===== src/rtl/uart_tx_sched.sv =====
`default_nettype none
// ============================================================================
// Module   : uart_tx_sched
// Purpose  : Round-robin arbiter feeding one UART_TX serializer, with watchdog.
// Revision : 1.0 - initial release
// ============================================================================
module uart_tx_sched #(
  parameter int NUM_REQ        = 4,
  parameter int TIMEOUT_CYCLES = 65536
) (
  input  logic                       clk,
  input  logic                       resetn,
  input  logic [NUM_REQ-1:0]         req_valid,
  input  logic [NUM_REQ*8-1:0]       req_data,
  output logic [NUM_REQ-1:0]         req_ready,
  output logic                       tx_start,
  output logic [7:0]                 d_in,
  input  logic                       tx_done,
  output logic [$clog2(NUM_REQ)-1:0] grant_id,
  output logic                       busy,
  output logic                       timeout_err,
  input  logic                       err_clr
);

  localparam int IDW  = $clog2(NUM_REQ);
  localparam int CNTW = $clog2(TIMEOUT_CYCLES);
  localparam logic [CNTW-1:0] CNT_MAX  = CNTW'(TIMEOUT_CYCLES - 1);
  localparam logic [CNTW-1:0] CNT_FIRE = CNTW'(TIMEOUT_CYCLES - 2);
  localparam logic [IDW:0]    NREQ_W   = (IDW+1)'(NUM_REQ);
  localparam logic [IDW-1:0]  LAST_IDX = IDW'(NUM_REQ - 1);

  typedef enum logic [1:0] {
    S_IDLE   = 2'd0,
    S_LAUNCH = 2'd1,
    S_WAIT   = 2'd2
  } state_e;

  state_e          state_q,  state_d;
  logic [IDW-1:0]  rr_ptr_q, rr_ptr_d;
  logic [IDW-1:0]  grant_q,  grant_d;
  logic [7:0]      d_in_q,   d_in_d;
  logic [CNTW-1:0] cnt_q,    cnt_d;
  logic            err_q,    err_d;

  logic            win_found;
  logic [IDW-1:0]  win_idx;
  logic [IDW:0]    cand;

  // Scan downward so the last hit kept is the nearest valid at/after rr_ptr.
  always_comb begin
    win_found = 1'b0;
    win_idx   = '0;
    cand      = '0;
    for (int k = NUM_REQ - 1; k >= 0; k--) begin
      cand = {1'b0, rr_ptr_q} + (IDW+1)'(k);
      if (cand >= NREQ_W) cand = cand - NREQ_W;
      if (req_valid[cand[IDW-1:0]]) begin
        win_found = 1'b1;
        win_idx   = cand[IDW-1:0];
      end
    end
  end

  always_comb begin
    state_d   = state_q;
    rr_ptr_d  = rr_ptr_q;
    grant_d   = grant_q;
    d_in_d    = d_in_q;
    cnt_d     = cnt_q;
    err_d     = err_q;
    req_ready = '0;
    tx_start  = 1'b0;
    if (err_clr) err_d = 1'b0;
    case (state_q)
      S_IDLE: begin
        if (win_found) begin
          req_ready = NUM_REQ'(1) << win_idx;
          d_in_d    = req_data[{win_idx, 3'b000} +: 8];
          grant_d   = win_idx;
          rr_ptr_d  = (win_idx == LAST_IDX) ? '0 : win_idx + 1'b1;
          state_d   = S_LAUNCH;
        end
      end
      S_LAUNCH: begin
        tx_start = 1'b1;
        cnt_d    = '0;
        state_d  = S_WAIT;
      end
      S_WAIT: begin
        if (cnt_q != CNT_MAX) cnt_d = cnt_q + 1'b1;
        // Completion beats a watchdog expiry landing on the same cycle.
        if (tx_done) begin
          state_d = S_IDLE;
        end else if (cnt_q == CNT_FIRE) begin
          err_d   = 1'b1;
          state_d = S_IDLE;
        end
      end
      default: state_d = S_IDLE;
    endcase
  end

  always_ff @(posedge clk or negedge resetn) begin
    if (!resetn) begin
      state_q  <= S_IDLE;
      rr_ptr_q <= '0;
      grant_q  <= '0;
      d_in_q   <= '0;
      cnt_q    <= '0;
      err_q    <= 1'b0;
    end else begin
      state_q  <= state_d;
      rr_ptr_q <= rr_ptr_d;
      grant_q  <= grant_d;
      d_in_q   <= d_in_d;
      cnt_q    <= cnt_d;
      err_q    <= err_d;
    end
  end

  assign d_in        = d_in_q;
  assign grant_id    = grant_q;
  assign busy        = (state_q != S_IDLE);
  assign timeout_err = err_q;

endmodule
`default_nettype wire


===== config.mk =====
export PLATFORM = sky130hd
export DESIGN_NAME = uart_tx_sched
export DESIGN_NICKNAME = d
export VERILOG_FILES = /design/src/rtl/uart_tx_sched.sv
export SDC_FILE = /design/constraint.sdc
export NUM_CORES = 1
export LEC_CHECK = 0
export ABC_AREA = 0
export BUFFER_PORTS_ARGS = -buffer_cell sky130_fd_sc_hd__buf_4
export CAP_MARGIN = 20
export CORE_MARGIN = 2
export CORE_UTILIZATION = 40
export CTS_CLUSTER_DIAMETER = 120
export DETAILED_ROUTE_END_ITERATION = 12
export SLEW_MARGIN = 20
export SYNTH_ARGS = -nofsm -noshare
export SYNTH_HDL_FRONTEND = slang
export SYNTH_SLANG_ARGS = --single-unit

===== constraint.sdc =====
create_clock -name clk -period 2.4 [get_ports clk]
set_input_delay 0.24 -clock clk [delete_from_list [all_inputs] [get_ports clk]]
set_output_delay 0.24 -clock clk [all_outputs]
set_load 0.05 [all_outputs]

* After elaboration in Yosys (flattened, before gate mapping)
Cells that the tools add are included.
** Word-level totals
- Register bits :: 31
- Latch bits :: 0
- Bits in writable memories :: 0
- Bits in read-only memories :: 0
- Input port bits :: 40
- Output and inout port bits :: 17
- Memories :: 0
** Cells by class
- Add/subtract/negate cells :: 9
- Multiply operators :: 0
- Div/mod/pow operators :: 0
- Order comparisons :: 8
- Equality and inequality tests :: 8
- Shift operators :: 2
- Muxes and demuxes :: 34
- Bitwise logic cells :: 0
- Reductions and logical operators :: 6
** Operators by type and width (number)
- $pmux W16 S2 :: 1
- $shiftx A32 B6 Y8 :: 1
- $mux W2 :: 12
- $add A16 B1 Y16 const B :: 1
- $eq A16 B16 Y1 const B :: 1
- $mux W16 :: 1
- $ne A16 B16 Y1 const B :: 1
- $mux W1 :: 13
- $lt A2 B3 Y1 const B :: 4
- $ge A3 B3 Y1 const B :: 3
- $bmux W1 S2 :: 4
- $mux W4 :: 2
- $sub A2 B1 Y2 const B :: 4
- $add A2 B2 Y3 const B :: 2
- $pmux W2 S3 :: 1
- $reduce_and A2 Y1 :: 3
- $eq A2 B2 Y1 const B :: 2
- $ne A2 B2 Y1 const B :: 2
- $reduce_bool A2 Y1 :: 2
- $shl A1 B2 Y4 const A :: 1
- $add A2 B1 Y3 const B :: 1
- $ge A2 B3 Y1 const B :: 1
- $ne A3 B3 Y1 const B :: 1
- $add A2 B1 Y2 const B :: 1
- 2 further kinds :: 2

* Longest topological paths before layout
Gate-level depths: netlist of the first run.
- Word-level depth :: 12
- Mapped depth :: 9

* Least setup slack after synthesis of the first run
Ideal clock, no wire load.
- Kind :: flip-flop to output port
- From :: reg rr_ptr_q[1]
- To :: out req_ready[0]
- Arrival time :: 1.842 ns
- Required time :: 2.160 ns
- Slack :: 0.318 ns
- Stages on the path, launching flop included :: 8
- Path buffers :: 2
- Cells stage by stage :: dfrtp_1 -> nand2b_1 -> a21o_1 -> buf_2 -> nand2_4 -> buf_6 -> inv_1 -> nor2_1
** Between the ends
- Cells in the longest elaborated chain, start to end :: 12
- Elaborated cells on any way between the ends :: 34
- Those cells by class :: 7 x add/sub; 4 x order compare; 1 x shift; 22 x mux
** RTL lines
- start: declaration :: line 39 : logic [IDW-1:0] rr_ptr_q, rr_ptr_d;
- start signal: assignment :: line 113 : rr_ptr_q <= rr_ptr_d;
- $add A2 B2 Y3 :: line 55 : cand = {1'b0, rr_ptr_q} + (IDW+1)'(k);
- $ge A3 B3 Y1 or $sub A2 B1 Y2 (tied branches) :: line 56 : if (cand >= NREQ_W) cand = cand - NREQ_W;
- $mux W2 :: line 56
- $bmux W1 S2 :: line 57 : if (req_valid[cand[IDW-1:0]]) begin
- $mux W1 (implied by the code) :: line 57
- $mux W2 (4 in series) :: line 57
- $shl A1 B2 Y4 :: line 77 : req_ready = NUM_REQ'(1) << win_idx;
- $mux W4 * :: line 76 : if (win_found) begin
- $mux W4 * :: line 74 : case (state_q)
- end: declaration :: line 15 : output logic [NUM_REQ-1:0] req_ready,
Every way passes the cells marked *; elsewhere a longest branch is shown, timed or not. The select of a mux whose other input is x is not followed.

* Worst setup path after layout of the first run
- From :: reg rr_ptr_q[1]
- To :: out req_ready[3]
The elaborated chain is that of the path after synthesis.

==> flow_summary.json, run 1 <==
{
  "status": "complete, no violations",
  "synthArstFlopShare": 1.00,
  "cts_buffers": 5,
  "cp_slowest_stage_delay_ps": 430,
  "clkSlewWorstSetupHoldPaths_ps": 70,
  "crit_family": "simple AND/OR/NAND/NOR gates",
  "synthToLayoutAreaGrowth_pct": 31.9,
  "synth_warnings": 0,
  "final_area_sq_um": 2500,
  "avgSynthCellArea_sq_um": 9.23,
  "drv_cap": 0,
  "fin_setup_tns_ps": 0,
  "ys_ff_latch": 31,
  "clock_path_buffers": 2,
  "core_area_sq_um": 4630,
  "diodes": 0,
  "nNetsFinal": 312,
  "setup.worst_path.class": "register to primary output",
  "reg2reg_depth": 5,
  "route.detailed.drc": 0,
  "synthMuxAreaShare": 0.0813,
  "grt_pass1_wl_mm": 7.96,
  "period_minus_slack_ps": 2280,
  "finalCritPeriodShare": 0.950,
  "cts_htree_levels": 2,
  "die_h_microns": 72.8,
  "path_max_fanout": 12,
  "placed_area_sq_um": 2370,
  "grt_util_all_layers": 0.193,
  "cts_tree": "yes",
  "die_w_microns": 72.8,
  "synth_ff_type": "dfrtp_1",
  "io_buffers": 56,
  "cts_resized": 0,
  "ff2ff_setup_slack_ps": 460,
  "wl_per_cell_microns": 15.1,
  "synthesis.nets": 248,
  "drive_above_1_share": 0.315,
  "antenna_left": 0,
  "syn_area_sq_um": 1890,
  "vdd_drop_max_uv": 664,
  "hold_depth": 2,
  "synth-seq-area-share": 0.410,
  "drt-pass1-iter-count": 4,
  "critPathBufInv": 2,
  "ioPinCount": 57,
  "cp.required_ps": 2160,
  "hold_viol": 0,
  "crit_slowest_cell": "dfrtp_1",
  "synth_compound_area_frac": 0.207,
  "critPathArrivalTime_ps": 2040,
  "cts_root_buf": "clkbuf_8",
  "synth_edf_count": 0,
  "yosys.area_share.simple": 0.245,
  "cp-end-kind": "primary output",
  "grt_pass1_vias": 1797,
  "antenna_found_initial": 0,
  "synth_cell_types": 41,
  "worst_r2r_endpoint": "cnt_q[7]$_DFFE_PN0P_",
  "grt_max_degree": 32,
  "r2r_start": "cnt_q[4]$_DFFE_PN0P_",
  "setup_viol": 0,
  "hpwlAfterDp_mm": 3.60,
  "grt_overflow": 0,
  "max_slew_margin": 0.515,
  "clk_latency_ps": 280,
  "fillers": 443,
  "max_freq_ghz": 0.438,
  "hold_class": "primary input to register",
  "final_util": 0.539,
  "clock-sinks": 31,
  "slew_violations": 0,
  "vias": 1823,
  "layout_commonest_cell": "buf_4",
  "rsz0062_at_grt": "false",
  "start_util": 0.409,
  "dieArea_sq_um": 5300,
  "netlist_instances": 205,
  "worst_slew_pin_slew_ps": 723,
  "start_kind": "register",
  "synth_top_family_by_area": "simple AND/OR/NAND/NOR gates",
  "most-common-layout-cells": "buf_4, dfrtp_1, nand3_1",
  "fin_skew_ps": 4.98,
  "synthXorXnorAreaFrac": 0.00463,
  "hp-start": "err_clr",
  "gp_congestion": 0.867,
  "avgViaCountPerCell": 5.63,
  "power_leakage_nw": 1.17,
  "dr.first_iter.drc_count": 117,
  "synthAdderAreaFrac": 0.0198,
  "rows": 25,
  "whs_endpoint": "timeout_err$_DFF_PN0_",
  "powerDensity_nw_per_um2": 1080,
  "crit_chain": "nand2b_1 > a21o_1 > nand2_4 > inv_1 > ha_1 > and2_1 > buf_4",
  "totalWireLength_mm": 4.90
}
## registers in the layout, indices dropped and copies added (netlist names)
signal       count
state_q          2
rr_ptr_q         2
d_in             8
grant_id         2
cnt_q           16
timeout_err      1
## where the power goes
group | internal (mW) | leakage, nW | switching (mW)
clock | 0.201 | 0.0402 | 0.200
sequential | 0.655 | 0.409 | 0.114
combinational | 0.558 | 0.718 | 0.979
## through the flow
stage                     hold WS (ps)  worst slack, ps  instances  power (mW)
after floorplan                  -55.6              318        205        1.83
after global placement             198              404        311        2.27
after detailed placement           202              369        311        2.28
after CTS                          129             52.5        320        2.69
after global routing               145             8.84        324        2.88
final                              138              119        324        2.71
## layer usage
layer | global-route usage | up-vias | routed length [microns]
met4 | 0.0679 | 0 | 27
met5 | 0 | - | 0
met2 | 0.323 | 68 | 2350
met3 | 0.0511 | 2 | 305
li1 | - | 901 | -
met1 | 0.241 | 852 | 2210
## kinds of logic (layout without fill, tap and decap cells)
| group | Yosys count | count (layout) |
|---|---|---|
| AOI/OAI and AO/OA | 58 | 58 |
| xor gates and xnor gates | 1 | 1 |
| DFF | 31 | 31 |
| muxes | 12 | 12 |
| buffers and inverters | 14 | 79 |
| and+or+nand+nor | 86 | 86 |
| adders and majority gates | 3 | 3 |
## cell usage after synthesis, drive strengths merged (2+ instances only)
cell | number | area (sq um)
mux2 | 9 | 124
a21oi | 18 | 90.1
a211oi | 2 | 15.0
nor4 | 2 | 18.8
clkbuf | 4 | 15.0
or3 | 3 | 18.8
ha | 3 | 37.5
o21ai | 16 | 80.1
nor3 | 3 | 20.0
inv | 7 | 26.3
nand4 | 6 | 37.5
nor2b | 2 | 12.5
nor2 | 12 | 45.0
a221o | 8 | 80.1
and3 | 2 | 12.5
nand3 | 24 | 120
a21o | 4 | 30.0
o31ai | 2 | 15.0
dfrtp | 31 | 776
nand2 | 18 | 75.1
a311oi | 2 | 17.5
and4 | 3 | 26.3
buf | 3 | 21.3
nand2b | 6 | 37.5
mux2i | 3 | 30.0
a41oi | 2 | 17.5
and2 | 2 | 12.5
## repair_timing
item,in CTS,in global routing
hold buffers,1,0
buffers inserted,0,4
endpoints found under the setup margin,0,1
hold endpoints to repair,31,0
## worst max path at each step
stage	from	to	slack [ps]	cells past startpoint
4_1_cts	rr_ptr_q[1]$_DFFE_PN0P_	req_ready[3]	50	7
6_report	rr_ptr_q[1]$_DFFE_PN0P_	req_ready[3]	120	7
3_3_place_gp	rr_ptr_q[1]$_DFFE_PN0P_	req_ready[3]	400	7
3_5_place_dp	rr_ptr_q[1]$_DFFE_PN0P_	req_ready[3]	370	7
2_1_floorplan	rr_ptr_q[1]$_DFFE_PN0P_	req_ready[0]	320	7
5_1_grt	rr_ptr_q[1]$_DFFE_PN0P_	req_ready[3]	9	7
## area by class of cell
| cell class | instances | area [sq um] | area share |
|---|---|---|---|
| Tap cell | 54 | 67.6 | 0.0271 |
| Clock inverter | 3 | 20.0 | 0.00802 |
| Inverter | 7 | 26.3 | 0.0105 |
| Multi-Input combinational cell | 160 | 1050 | 0.423 |
| Timing Repair Buffer | 64 | 483 | 0.193 |
| Clock buffer | 5 | 68.8 | 0.0276 |
| Sequential cell | 31 | 776 | 0.311 |
Note: power is estimated with default switching activity, not from simulation.
==> run 2, diff against run 1 <==
--- a/config.mk
+++ b/config.mk
@@ -10,6 +10,7 @@
 export CAP_MARGIN = 20
 export CORE_MARGIN = 2
 export CORE_UTILIZATION = 40
+export CTS_BUF_LIST = sky130_fd_sc_hd__clkbuf_16
 export CTS_CLUSTER_DIAMETER = 120
 export DETAILED_ROUTE_END_ITERATION = 12
 export SLEW_MARGIN = 20
==> run 2 against run 1 <==
Clock skew about the same. Sequential cell count stayed put. Fmax up 0.17%. Clock-buffer cell count did not move. Largest power group unchanged. Sequential share of layout area fell by 0.51 points. Clock power up 50%. Highest routed layer unchanged. First-iteration DRC count up 0.85%.
==> flow_summary.json, run 2 (synthesis gave the netlist of run 1 again) <==
{
  "grt_pass1_wl_mm": 7.98,
  "diodes": 0,
  "most-common-layout-cells": "buf_4, dfrtp_1, nand3_1",
  "power_leakage_nw": 1.18,
  "worst_slew_pin_slew_ps": 701,
  "hold_ws_ps": 146,
  "rsz0062_at_grt": "false",
  "fin_setup_tns_ps": 0,
  "layout_setup_ws_ps": 123,
  "powerDensity_nw_per_um2": 1140,
  "ioPinCount": 57,
  "grt_pass1_vias": 1814,
  "cts_tree": "yes",
  "die_w_microns": 72.8,
  "clock_path_buffers": 2,
  "finalCritPeriodShare": 0.949,
  "nNetsFinal": 310,
  "period_minus_slack_ps": 2280,
  "hp-start": "err_clr",
  "cp-startpoint": "rr_ptr_q[1]$_DFFE_PN0P_",
  "start_kind": "register",
  "vias": 1805,
  "status": "complete, no violations",
  "avgViaCountPerCell": 5.61,
  "max_slew_margin": 0.530,
  "fin_skew_ps": 4.77,
  "critPathArrivalTime_ps": 2040,
  "ff2ff_setup_slack_ps": 470,
  "hold_class": "primary input to register",
  "place_inst": 311,
  "final_util": 0.548,
  "largest_reg_flops": 16,
  "totalWireLength_mm": 4.86,
  "cp_slowest_stage_delay_ps": 430,
  "antenna_left": 0,
  "clkSlewWorstSetupHoldPaths_ps": 50,
  "dieArea_sq_um": 5300,
  "io_buffers": 56,
  "regMostFlops": "cnt_q",
  "grt_max_degree": 32,
  "final_area_sq_um": 2540,
  "hold_depth": 2,
  "placed_area_sq_um": 2370,
  "synthToLayoutAreaGrowth_pct": 34.0,
  "worst_r2r_endpoint": "cnt_q[7]$_DFFE_PN0P_",
  "hold_viol": 0,
  "p_total_mw": 2.89,
  "r2r_start": "cnt_q[4]$_DFFE_PN0P_",
  "grt_util_all_layers": 0.196,
  "rows": 25,
  "cts_root_buf": "clkbuf_16",
  "setup_viol": 0,
  "hpwlAfterDp_mm": 3.60,
  "antenna_found_initial": 0,
  "path_max_fanout": 12,
  "crit_chain": "and3b_1 > a31oi_4 > nand2_4 > inv_1 > ha_1 > and2_1 > buf_4",
  "cts_htree_levels": 2,
  "crit_slowest_cell": "dfrtp_1",
  "layout_commonest_cell": "buf_4",
  "clk_latency_ps": 280,
  "start_util": 0.409,
  "core_area_sq_um": 4630,
  "drive_above_1_share": 0.310,
  "gp_congestion": 0.867,
  "dr.first_iter.drc_count": 118,
  "cp.depth": 7,
  "vdd_drop_max_uv": 668,
  "grt_overflow": 0,
  "slew_violations": 0,
  "crit_family": "simple AND/OR/NAND/NOR gates",
  "setup.worst_path.class": "register to primary output",
  "final_cells": 322,
  "max_freq_ghz": 0.439,
  "clock-sinks": 31,
  "critPathBufInv": 2,
  "cts_buffers": 5,
  "cp.required_ps": 2160,
  "worstSetupEndpoint": "req_ready[3]",
  "reg2reg_depth": 5,
  "route.detailed.drc": 0,
  "drv_cap": 0,
  "drt-pass1-iter-count": 4,
  "post-place-ws_ps": 369,
  "cp-end-kind": "primary output",
  "wl_per_cell_microns": 15.1,
  "die_h_microns": 72.8
}
[run 2: layout make-up]
type	instances	area, sq um
repair buffers	62	468
clock inverters	3	20.0
clock buffers	5	125
inverters	7	26.3
multi-input cells	160	1050
flip-flops and latches	31	776
fillers	437	2090
well taps	54	67.6
[run 2: per-layer routing]
layer	GRT usage	up-vias	routed length, microns
li1	-	899	-
met1	0.242	827	2190
met2	0.323	71	2260
met3	0.0511	8	319
met4	0.0864	0	97
met5	0	-	0
[run 2: how the worst min path moves through the flow]
stage / slack (ps) / to
after floorplan: -60 / cnt_q[0]$_DFFE_PN0P_
after global placement: 200 / cnt_q[3]$_DFFE_PN0P_
after detailed placement: 200 / cnt_q[3]$_DFFE_PN0P_
after CTS: 140 / timeout_err$_DFF_PN0_
after global routing: 160 / timeout_err$_DFF_PN0_
final: 150 / timeout_err$_DFF_PN0_
[run 2: repair_timing]
item / 4_1_cts / 5_1_grt
hold endpoints to repair: 31 / 0
setup endpoints to repair: 0 / 1
hold buffers: 1 / 0
resized for setup: 0 / 0
buffers inserted: 0 / 2
[run 2: power by group]
group          switching [mW]  internal [mW]  leakage [nW]  total (mW)
Combinational           0.973          0.539         0.709        1.51
Clock                   0.223          0.381        0.0658       0.604
Sequential              0.113          0.656         0.409       0.769
Total                    1.31           1.58          1.18        2.89
